===== src/rtl/uart_pkg.sv =====
// uart_pkg: types and constants shared by the UART frame blocks.
// UART_TX_BREAK_EN adds the BREAK/MARK line-break states.
package uart_pkg;

    localparam int DIV_MIN = 2;

    typedef enum logic [1:0] {
        PAR_NONE = 2'd0,
        PAR_ODD  = 2'd1,
        PAR_EVEN = 2'd2
    } par_t;

    typedef enum logic [2:0] {
        IDLE,
        LOAD,
        START,
        DATA,
        PARITY,
        STOP
`ifdef UART_TX_BREAK_EN
        ,
        BREAK,
        MARK
`endif
    } tx_state_t;

    // Codes 1 and 2 carry a parity bit; 0 and 3 mean no parity.
    function automatic logic par_enabled(input logic [1:0] p);
        return (p == PAR_ODD) || (p == PAR_EVEN);
    endfunction

endpackage


===== src/rtl/uart_baud_tick.sv =====
// uart_baud_tick: loadable bit-period counter, ticks on count == div-1.
// Shared by the TX and RX frame engines.
module uart_baud_tick #(
    parameter int W = 16
) (
    input  logic         clk,
    input  logic         rst,
    input  logic         restart,
    input  logic [W-1:0] div,
    output logic         tick
);

    logic [W-1:0] cnt;

    assign tick = (cnt == div - W'(1));

    // Count 0..div-1; restart forces 0 so every state begins a full period.
    always_ff @(posedge clk) begin
        if (rst || restart) begin
            cnt <= '0;
        end else if (tick) begin
            cnt <= '0;
        end else begin
            cnt <= cnt + W'(1);
        end
    end

endmodule


===== src/rtl/uart_tx_frame.sv =====
// uart_tx_frame: FIFO-fed UART transmitter, runtime word format and baud.
// UART_TX_BREAK_EN adds brk_req and the BREAK/MARK line-break states.
module uart_tx_frame
    import uart_pkg::*;
#(
    parameter int DATA_W    = 8,
    parameter int CLK_HZ    = 100_000_000,
    parameter int BAUD      = 9600,
    parameter int DIV_W     = 16,
    parameter int MSB_FIRST = 0
) (
    input  logic              clk,
    input  logic              rst,
    input  logic [DATA_W-1:0] fifo_data,
    input  logic              fifo_empty,
    output logic              fifo_read,
    input  logic [DIV_W-1:0]  cfg_div,
    input  logic [1:0]        cfg_parity,
    input  logic              cfg_stop2,
`ifdef UART_TX_BREAK_EN
    input  logic              brk_req,
`endif
    output logic              tx,
    output logic              busy,
    output logic              frame_done
);

    localparam int CNT_W       = $clog2(DATA_W + 1);
    localparam int DIV_DEFAULT = CLK_HZ / BAUD;

    tx_state_t         state_q;
    tx_state_t         state_d;
    logic [DATA_W-1:0] data_q;
    logic [DIV_W-1:0]  div_q;
    logic [DIV_W-1:0]  div_clamped;
    logic              par_en_q;
    logic              par_bit_q;
    logic              stop2_q;
    logic [CNT_W-1:0]  bit_cnt_q;
    logic              tick;
    logic              restart;
    logic              last_data;
    logic              last_stop;

    assign div_clamped = (cfg_div < DIV_W'(DIV_MIN)) ? DIV_W'(DIV_MIN) : cfg_div;
    assign restart     = (state_d != state_q);
    assign last_data   = (bit_cnt_q == CNT_W'(DATA_W - 1));
    assign last_stop   = (bit_cnt_q == CNT_W'(stop2_q));

    uart_baud_tick #(
        .W(DIV_W)
    ) u_tick (
        .clk    (clk),
        .rst    (rst),
        .restart(restart),
        .div    (div_q),
        .tick   (tick)
    );

    // State register.
    always_ff @(posedge clk) begin
        if (rst) begin
            state_q <= IDLE;
        end else begin
            state_q <= state_d;
        end
    end

    // Frame configuration is frozen in LOAD for the whole frame.
    always_ff @(posedge clk) begin
        if (rst) begin
            div_q     <= DIV_W'(DIV_DEFAULT);
            par_en_q  <= 1'b0;
            par_bit_q <= 1'b0;
            stop2_q   <= 1'b0;
        end else if (state_q == LOAD) begin
            div_q     <= div_clamped;
            par_en_q  <= par_enabled(cfg_parity);
            par_bit_q <= (cfg_parity == PAR_ODD) ? ~^fifo_data : ^fifo_data;
            stop2_q   <= cfg_stop2;
        end
`ifdef UART_TX_BREAK_EN
        else if (state_q == IDLE && brk_req) begin
            div_q <= div_clamped;
        end
`endif
    end

    // Data shift register: loaded in LOAD, shifted at each data-bit end.
    always_ff @(posedge clk) begin
        if (rst) begin
            data_q <= '0;
        end else if (state_q == LOAD) begin
            data_q <= fifo_data;
        end else if (state_q == DATA && tick) begin
            if (MSB_FIRST != 0) begin
                data_q <= data_q << 1;
            end else begin
                data_q <= data_q >> 1;
            end
        end
    end

    // Bit counter: data bits in DATA, stop bits in STOP; zeroed on entry.
    always_ff @(posedge clk) begin
        if (rst || restart) begin
            bit_cnt_q <= '0;
        end else if (tick) begin
            bit_cnt_q <= bit_cnt_q + CNT_W'(1);
        end
    end

    // Next-state and line outputs.
    always_comb begin
        state_d    = state_q;
        fifo_read  = 1'b0;
        tx         = 1'b1;
        busy       = 1'b1;
        frame_done = 1'b0;
        unique case (state_q)
            IDLE: begin
                busy = 1'b0;
                if (!fifo_empty && !rst) begin
                    fifo_read = 1'b1;
                    state_d   = LOAD;
                end
`ifdef UART_TX_BREAK_EN
                if (brk_req) begin
                    fifo_read = 1'b0;
                    state_d   = BREAK;
                end
`endif
            end
            LOAD: begin
                state_d = START;
            end
            START: begin
                tx = 1'b0;
                if (tick) begin
                    state_d = DATA;
                end
            end
            DATA: begin
                tx = (MSB_FIRST != 0) ? data_q[DATA_W-1] : data_q[0];
                if (tick && last_data) begin
                    state_d = par_en_q ? PARITY : STOP;
                end
            end
            PARITY: begin
                tx = par_bit_q;
                if (tick) begin
                    state_d = STOP;
                end
            end
            STOP: begin
                if (tick && last_stop) begin
                    frame_done = 1'b1;
                    state_d    = IDLE;
                end
            end
`ifdef UART_TX_BREAK_EN
            BREAK: begin
                tx = 1'b0;
                if (!brk_req) begin
                    state_d = MARK;
                end
            end
            MARK: begin
                if (tick) begin
                    state_d = IDLE;
                end
            end
`endif
            default: begin
                state_d = IDLE;
            end
        endcase
    end

endmodule

===== config.mk =====
export PLATFORM = sky130hd
export DESIGN_NAME = uart_tx_frame
export DESIGN_NICKNAME = d
export VERILOG_FILES = /design/src/rtl/uart_pkg.sv /design/src/rtl/uart_baud_tick.sv /design/src/rtl/uart_tx_frame.sv
export SDC_FILE = /design/constraint.sdc
export NUM_CORES = 1
export LEC_CHECK = 0
export CORE_MARGIN = 1.5
export CORE_UTILIZATION = 40
export CTS_CLUSTER_DIAMETER = 100
export DETAILED_ROUTE_END_ITERATION = 8
export GPL_TIMING_DRIVEN = 0
export PLACE_DENSITY_LB_ADDON = 0.25
export SYNTH_ARGS = -nofsm -noshare
export SYNTH_HDL_FRONTEND = slang
export SYNTH_HIERARCHICAL = 1
export SYNTH_SLANG_ARGS = --single-unit

===== constraint.sdc =====
create_clock -name clk -period 6.3 [get_ports clk]
set_input_delay 0.945 -clock clk [delete_from_list [all_inputs] [get_ports clk]]
set_output_delay 0.945 -clock clk [all_outputs]
set_load 0.05 [all_outputs]

[Word-level counts from Yosys, hierarchy flattened]
Cells that the tools add are included.
Storage, ports and cells
  register bits: 50
  bits in latches: 0
  memory bits (writable): 0
  memory bits (read-only): 0
  input port bits: 30
  output and inout port bits: 4
  memories kept: 0
Cells by class
  add/sub/neg operators: 3
  $mul: 0
  div/mod/pow operators: 0
  magnitude comparators: 1
  equal/unequal tests: 11
  shifts and indexed selects: 0
  mux-type cells: 17
  bitwise logic cells: 0
  reduce and logical (&&, ||, !) cells: 13
Operator list (count)
  3-bit case mux with 6 select lines: 1
  16-bit by 1-bit adder with 16-bit output, second input constant: 1
  16-bit == test: 1
  16-bit by 2-bit less-than comparator with 1-bit output, second input constant: 1
  16-bit two-way mux: 1
  8-bit two-way mux: 2
  16-bit by 1-bit subtractor with 16-bit output, second input constant: 1
  3-bit two-way mux: 5
  8-bit XNOR reduction: 1
  8-bit XOR reduction: 1
  1-bit two-way mux: 7
  3-bit by 2-bit == test with 1-bit output, second input constant: 2
  3-bit == test, second input constant: 2
  4-bit by 1-bit adder with 4-bit output, second input constant: 1
  4-bit by 1-bit == test with 1-bit output: 1
  4-bit by 3-bit == test with 1-bit output, second input constant: 1
  1-bit logical AND: 4
  3-bit by 1-bit == test with 1-bit output, second input constant: 1
  3-bit logical NOT: 1
  3-bit inequality test: 1
  1-bit case mux with 3 select lines: 1
  2-bit by 1-bit == test with 1-bit output, second input constant: 1
  2-bit == test, second input constant: 1
  1-bit logical NOT: 2
  3 further kinds: 4

[Logic depth before layout (Yosys ltp)]
  depth in word-level cells: 8
  mapped depth: 18

[Modules after synthesis]
The synthesis kept the hierarchy.
By module, submodules not included
  uart_tx_frame: instances 1, cells each 190, area an instance 1732.9 um2, seq. area each 680.7 um2
  uart_baud_tick: instances 1, cells each 151, area an instance 1196.1 um2, seq. area each 320.3 um2

[Worst setup path before layout]
OpenSTA, ideal clock, no wires.
  path kind: register to output
  start: register div_q[0]
  end: output frame_done
  arrival time: 3281 ps
  data required time: 5355 ps
  setup slack: 2074 ps
  stages on the path, launching flop included: 14
  cells stage by stage: dfxtp_1 -> inv_1 -> ha_1 -> or4b_1 -> or4_1 -> o21ai_1 -> nand4_1 -> nor2_1 -> nand4_1 -> a21oi_1 -> buf_4 -> nor4b_2 -> nand3_1 -> nor2_1
Between the ends
  word-level cells in the longest chain between the ends: 5
RTL lines
  from (decl): RTL line uart_tx_frame.sv:34  | logic [DIV_W-1:0] div_q;
  from (signal assigned): RTL line uart_tx_frame.sv:72  | div_q <= DIV_W'(DIV_DEFAULT);
  from (signal assigned): RTL line uart_tx_frame.sv:77  | div_q <= div_clamped;
  16-bit by 1-bit subtractor with 16-bit output: RTL line uart_baud_tick.sv:15  | assign tick = (cnt == div - W'(1));
  16-bit == test: RTL line uart_baud_tick.sv:15
  named net tick: RTL line uart_tx_frame.sv:40  | logic tick;
  1-bit logical AND: RTL line uart_tx_frame.sv:156  | if (tick && last_stop) begin
  1-bit two-way mux: RTL line uart_tx_frame.sv:156
  1-bit two-way mux: RTL line uart_tx_frame.sv:120  | unique case (state_q)
  to (decl): RTL line uart_tx_frame.sv:25  | output logic frame_done
The timed path passes the listed nets, and every way through them passes these cells.

[Worst setup path in the final report]
Ends and elaborated chain as after synthesis.

==> out/summary.log <==
qor: run_status.run_status complete, no violations
qor: pwr.portion_of_total_power_attributed_to_combinational_logic 0.197
qor: synth.synth_edf_count 0
qor: routing.vias 2478
qor: die.std_cell_rows 31
qor: pwr.share_seq_of_total_power 0.483
qor: global_routing.global_route.overflow_total 0
qor: clocking.tritoncts_clock_tree built
qor: clocking.clkSlewWorstSetupHoldPaths 90 ps
qor: cells_and_area.post_route_cells_drive_above_1_share 0.105
qor: sta.fin_tns_setup 0 ps
qor: critical_path.critical_path.max_fanout 8
qor: clocking.cts.root.buffer_cell sky130_fd_sc_hd__clkbuf_8
qor: sta.timing_hold_violations_final 0
qor: global_routing.grt_max_degree 16
qor: pwr.vdd_drop_max 90.5 µV
qor: placement.detailed_place_hpwl 4960 µm
qor: die.top_level_ports 34
qor: synth.synth_top_cell_area_share 0.342
qor: sta.rsz_0062_raised_after_global_routing false
qor: routing.post_drt_wl_per_cell 13.6 µm
qor: global_routing.grtUsageTotal 0.183
qor: worst_hold_path.min_path_type register to register
qor: cells_and_area.layout.core_utilization 0.487
qor: sta.final.setup_skew 5.96 ps
qor: synth.yosys_warnings 6
qor: sta.timing.final.max_slew_violations 0
qor: critical_path.critical_path.startpoint div_q[0]$_SDFFE_PP0P_
qor: cells_and_area.finalNetCount 415
qor: sta.final_period_minus_worst_setup_slack 5290 ps
qor: clocking.worst_skew_pair.late_latency 310 ps
qor: sta.worst_slew_margin_rel 0.592
qor: die.placeable_core_region 7180 µm²
qor: synth.async_reset_ff_frac 0
qor: routing.postRouteWirelength 6530 µm
qor: sta.max_slew.worst_pin.slew 612 ps
qor: routing.routed_via_density 5.15
qor: routing.route.antenna.remaining_nets 0
qor: clocking.cts_hold_bufs 0
qor: cells_and_area.finish.cell_count_without_fillers 481
qor: placement.numPortBuffers 33
qor: synth.synth_area_leaders sky130_fd_sc_hd__dfxtp_1 34%, sky130_fd_sc_hd__xnor2_1 7.8%, sky130_fd_sc_hd__nand2_1 6.3%
qor: global_routing.grt_pass1_vias 2411
qor: critical_path.crit_type register to output pin
qor: die.die-height 88.6 µm
qor: die.dieArea 7840 µm²
qor: critical_path.timing.critical_path.required 5350 ps
qor: pwr.clock_power_share 0.320
qor: clocking.cts_made_buffers 5
qor: sta.period_share 0.840
qor: placement.placedCellCount 473
qor: synth.syn-cell-area 2930 µm²
qor: critical_path.critical_path.reg2reg.startpoint div_q[0]$_SDFFE_PP0P_
qor: clocking.cts_num_sinks 50
qor: synth.yosysSeqAreaShare 0.342
qor: clocking.post_cts.repair.setup_buffers 0
qor: routing.post-route-drc-count 0
qor: cells_and_area.fillerInstances 725
qor: pwr.power.density 206 nW/µm²
qor: routing.drt_iter0_markers 158
qor: sta.setup_viol 0
qor: synth.synth_flop_cell sky130_fd_sc_hd__dfxtp_1
qor: pwr.total_design_power 720 µW
qor: clocking.cts.htree.levels 2
qor: global_routing.initial_antenna_violation_count 0
qor: synth.syn-mean-instance-area 8.59 µm²
qor: die.initial_core_util 0.408
qor: critical_path.end_kind output pin
qor: placement.gp_routability_congestion 0.786
qor: pwr.static-leakage-power 0.00123 µW
qor: sta.max_freq 189 MHz
qor: pwr.power.internal 519 µW
qor: clocking.post_cts_resize_count 0
qor: pwr.power.switching 201 µW
qor: die.die_x 88.6 µm
qor: cells_and_area.area_added_between_synthesis_and_finish 19.3%
qor: critical_path.worst_path_arrival_time 4350 ps
qor: cells_and_area.num_antenna_cells 0
qor: global_routing.first_pass_grt_wire_length 11000 µm
qor: synth.post_synth_inst_count 341
qor: routing.firstDrtPassIters 4
qor: job.maxCapViolCount 0
qor: clocking.cts.path.max_buffers 2
qor: synth.yosys.area.top_type sky130_fd_sc_hd__dfxtp_1
qor: sta.fin_worst_hold_slack 477 ps
qor: synth.synth_nets 375
qor: synth.ys_types 53
qor: pwr.switching_share_of_power 0.279
qor: synth.total_of_flip_flops_plus_latches_after_synthesis 50
qor: critical_path.setup.worst_path.start_class register
qor: worst_hold_path.min_from stop2_q$_SDFFE_PP0P_
## cells in the final DEF (no fill, tap or decap), types with 2 or more instances in the layout
| cell | n |
|---|---|
| sky130_fd_sc_hd__dfxtp_1 | 50 |
| sky130_fd_sc_hd__nand2_1 | 49 |
| sky130_fd_sc_hd__nor2_1 | 40 |
| sky130_fd_sc_hd__clkdlybuf4s50_1 | 33 |
| sky130_fd_sc_hd__xnor2_1 | 26 |
| sky130_fd_sc_hd__xor2_1 | 19 |
| sky130_fd_sc_hd__a21oi_1 | 18 |
| sky130_fd_sc_hd__mux2i_1 | 9 |
| sky130_fd_sc_hd__nand3b_1 | 9 |
| sky130_fd_sc_hd__clkbuf_1 | 7 |
| sky130_fd_sc_hd__nor3_1 | 7 |
| sky130_fd_sc_hd__nand3_1 | 7 |
| sky130_fd_sc_hd__a211oi_2 | 7 |
| sky130_fd_sc_hd__a211oi_1 | 7 |
| sky130_fd_sc_hd__nand2b_1 | 6 |
| sky130_fd_sc_hd__nand4_1 | 6 |
| sky130_fd_sc_hd__buf_6 | 5 |
| sky130_fd_sc_hd__inv_1 | 5 |
| sky130_fd_sc_hd__buf_2 | 5 |
| sky130_fd_sc_hd__a31oi_1 | 5 |
| sky130_fd_sc_hd__nor4_1 | 5 |
| sky130_fd_sc_hd__clkbuf_8 | 5 |
| sky130_fd_sc_hd__o21ai_0 | 4 |
| sky130_fd_sc_hd__ha_1 | 4 |
| sky130_fd_sc_hd__or4_1 | 4 |
| sky130_fd_sc_hd__nor4b_1 | 3 |
| sky130_fd_sc_hd__buf_4 | 2 |
| sky130_fd_sc_hd__nor4b_2 | 2 |
| sky130_fd_sc_hd__o21bai_2 | 2 |
| sky130_fd_sc_hd__o211ai_1 | 2 |
| sky130_fd_sc_hd__or2_2 | 2 |
| sky130_fd_sc_hd__and3_1 | 2 |
## cell families after synthesis
logic type,count (synthesis),share of synthesized area
buf+inv,23,0.0470
flops,50,0.342
fa+ha+maj,4,0.0171
xor+xnor,47,0.148
mux,9,0.0308
compound gates,52,0.133
simple gates,156,0.283
## state kept, by name, indices dropped and copies added (netlist names)
| signal | flops |
|---|---|
| bit_cnt_q | 4 |
| data_q | 8 |
| div_q | 16 |
| par_bit_q | 1 |
| par_en_q | 1 |
| state_q | 3 |
| stop2_q | 1 |
| u_tick/cnt | 16 |
## area by class of cell
class | count | area [µm²] | area share
plain buffers | 18 | 119 | 0.0340
clock buffers | 6 | 72.6 | 0.0208
clock inverters | 2 | 37.5 | 0.0107
inverters | 5 | 18.8 | 0.00537
multi-input cells | 268 | 1790 | 0.513
flip-flops and latches | 50 | 1000 | 0.287
well taps | 99 | 124 | 0.0355
repair buffers | 33 | 330 | 0.0946
## routing by layer
layer | vias up | routed length [µm] | global-route usage
li1 | 1264 | - | -
met1 | 1151 | 2890 | 0.215
met2 | 53 | 3330 | 0.334
met3 | 10 | 217 | 0.0336
met4 | 0 | 98 | 0.0625
met5 | - | 0 | 0
## through the flow
stage	instance area [µm²]	setup slack, ps
floorplan	2930	2070
global placement	3380	1440
detailed placement	3380	1400
CTS	3490	1030
global route	3490	710
finish	3490	1010
## critical path, cell delays in order, from the launching register on
cell	delay (ps)
sky130_fd_sc_hd__dfxtp_1	370
sky130_fd_sc_hd__inv_1	70
sky130_fd_sc_hd__ha_1	260
sky130_fd_sc_hd__or4b_1	580
sky130_fd_sc_hd__or4_1	430
sky130_fd_sc_hd__o21ai_1	180
sky130_fd_sc_hd__nand4_1	140
sky130_fd_sc_hd__nor2_1	110
sky130_fd_sc_hd__nand4_1	90
sky130_fd_sc_hd__a21oi_1	150
sky130_fd_sc_hd__buf_4	200
sky130_fd_sc_hd__nor4b_2	390
sky130_fd_sc_hd__nand3_1	120
sky130_fd_sc_hd__nor2_1	120
sky130_fd_sc_hd__clkdlybuf4s50_1	810
## Yosys cell counts, types with 3 or more instances
master / count
sky130_fd_sc_hd__xor2_1: 19
sky130_fd_sc_hd__nor2_1: 40
sky130_fd_sc_hd__buf_2: 5
sky130_fd_sc_hd__ha_1: 4
sky130_fd_sc_hd__nand2_1: 49
sky130_fd_sc_hd__nor3_1: 7
sky130_fd_sc_hd__xnor2_1: 26
sky130_fd_sc_hd__or4_1: 4
sky130_fd_sc_hd__nand2b_1: 6
sky130_fd_sc_hd__buf_6: 5
sky130_fd_sc_hd__nand3b_1: 9
sky130_fd_sc_hd__nand4_1: 6
sky130_fd_sc_hd__a21oi_1: 18
sky130_fd_sc_hd__a211oi_1: 7
sky130_fd_sc_hd__dfxtp_1: 50
sky130_fd_sc_hd__mux2i_1: 9
sky130_fd_sc_hd__nor4_1: 5
sky130_fd_sc_hd__clkbuf_1: 6
sky130_fd_sc_hd__o21ai_0: 4
sky130_fd_sc_hd__a31oi_1: 5
sky130_fd_sc_hd__inv_1: 5
sky130_fd_sc_hd__a211oi_2: 7
sky130_fd_sc_hd__nand3_1: 7
sky130_fd_sc_hd__nor4b_1: 3
## power by group through the flow
| stage | combinational, µW | clock, µW | sequential [µW] |
|---|---|---|---|
| global placement | 140 | 0 | 355 |
| detailed placement | 141 | 0 | 355 |
| CTS | 142 | 237 | 348 |
| floorplan | 98.4 | 0 | 350 |
| global route | 156 | 245 | 350 |
| finish | 142 | 230 | 348 |
## path summary, 6_finish.rpt
kind | to | slack, ps | depth (start not counted)
worst max-delay path | frame_done | 1010 | 14
worst min-delay path | stop2_q$_SDFFE_PP0P_ | 480 | 2
worst max register to register | u_tick/cnt[10]$_SDFF_PP0_ | 2160 | 18
worst min register to register | stop2_q$_SDFFE_PP0P_ | 480 | 2
Note: power is estimated with default switching activity, not from simulation.
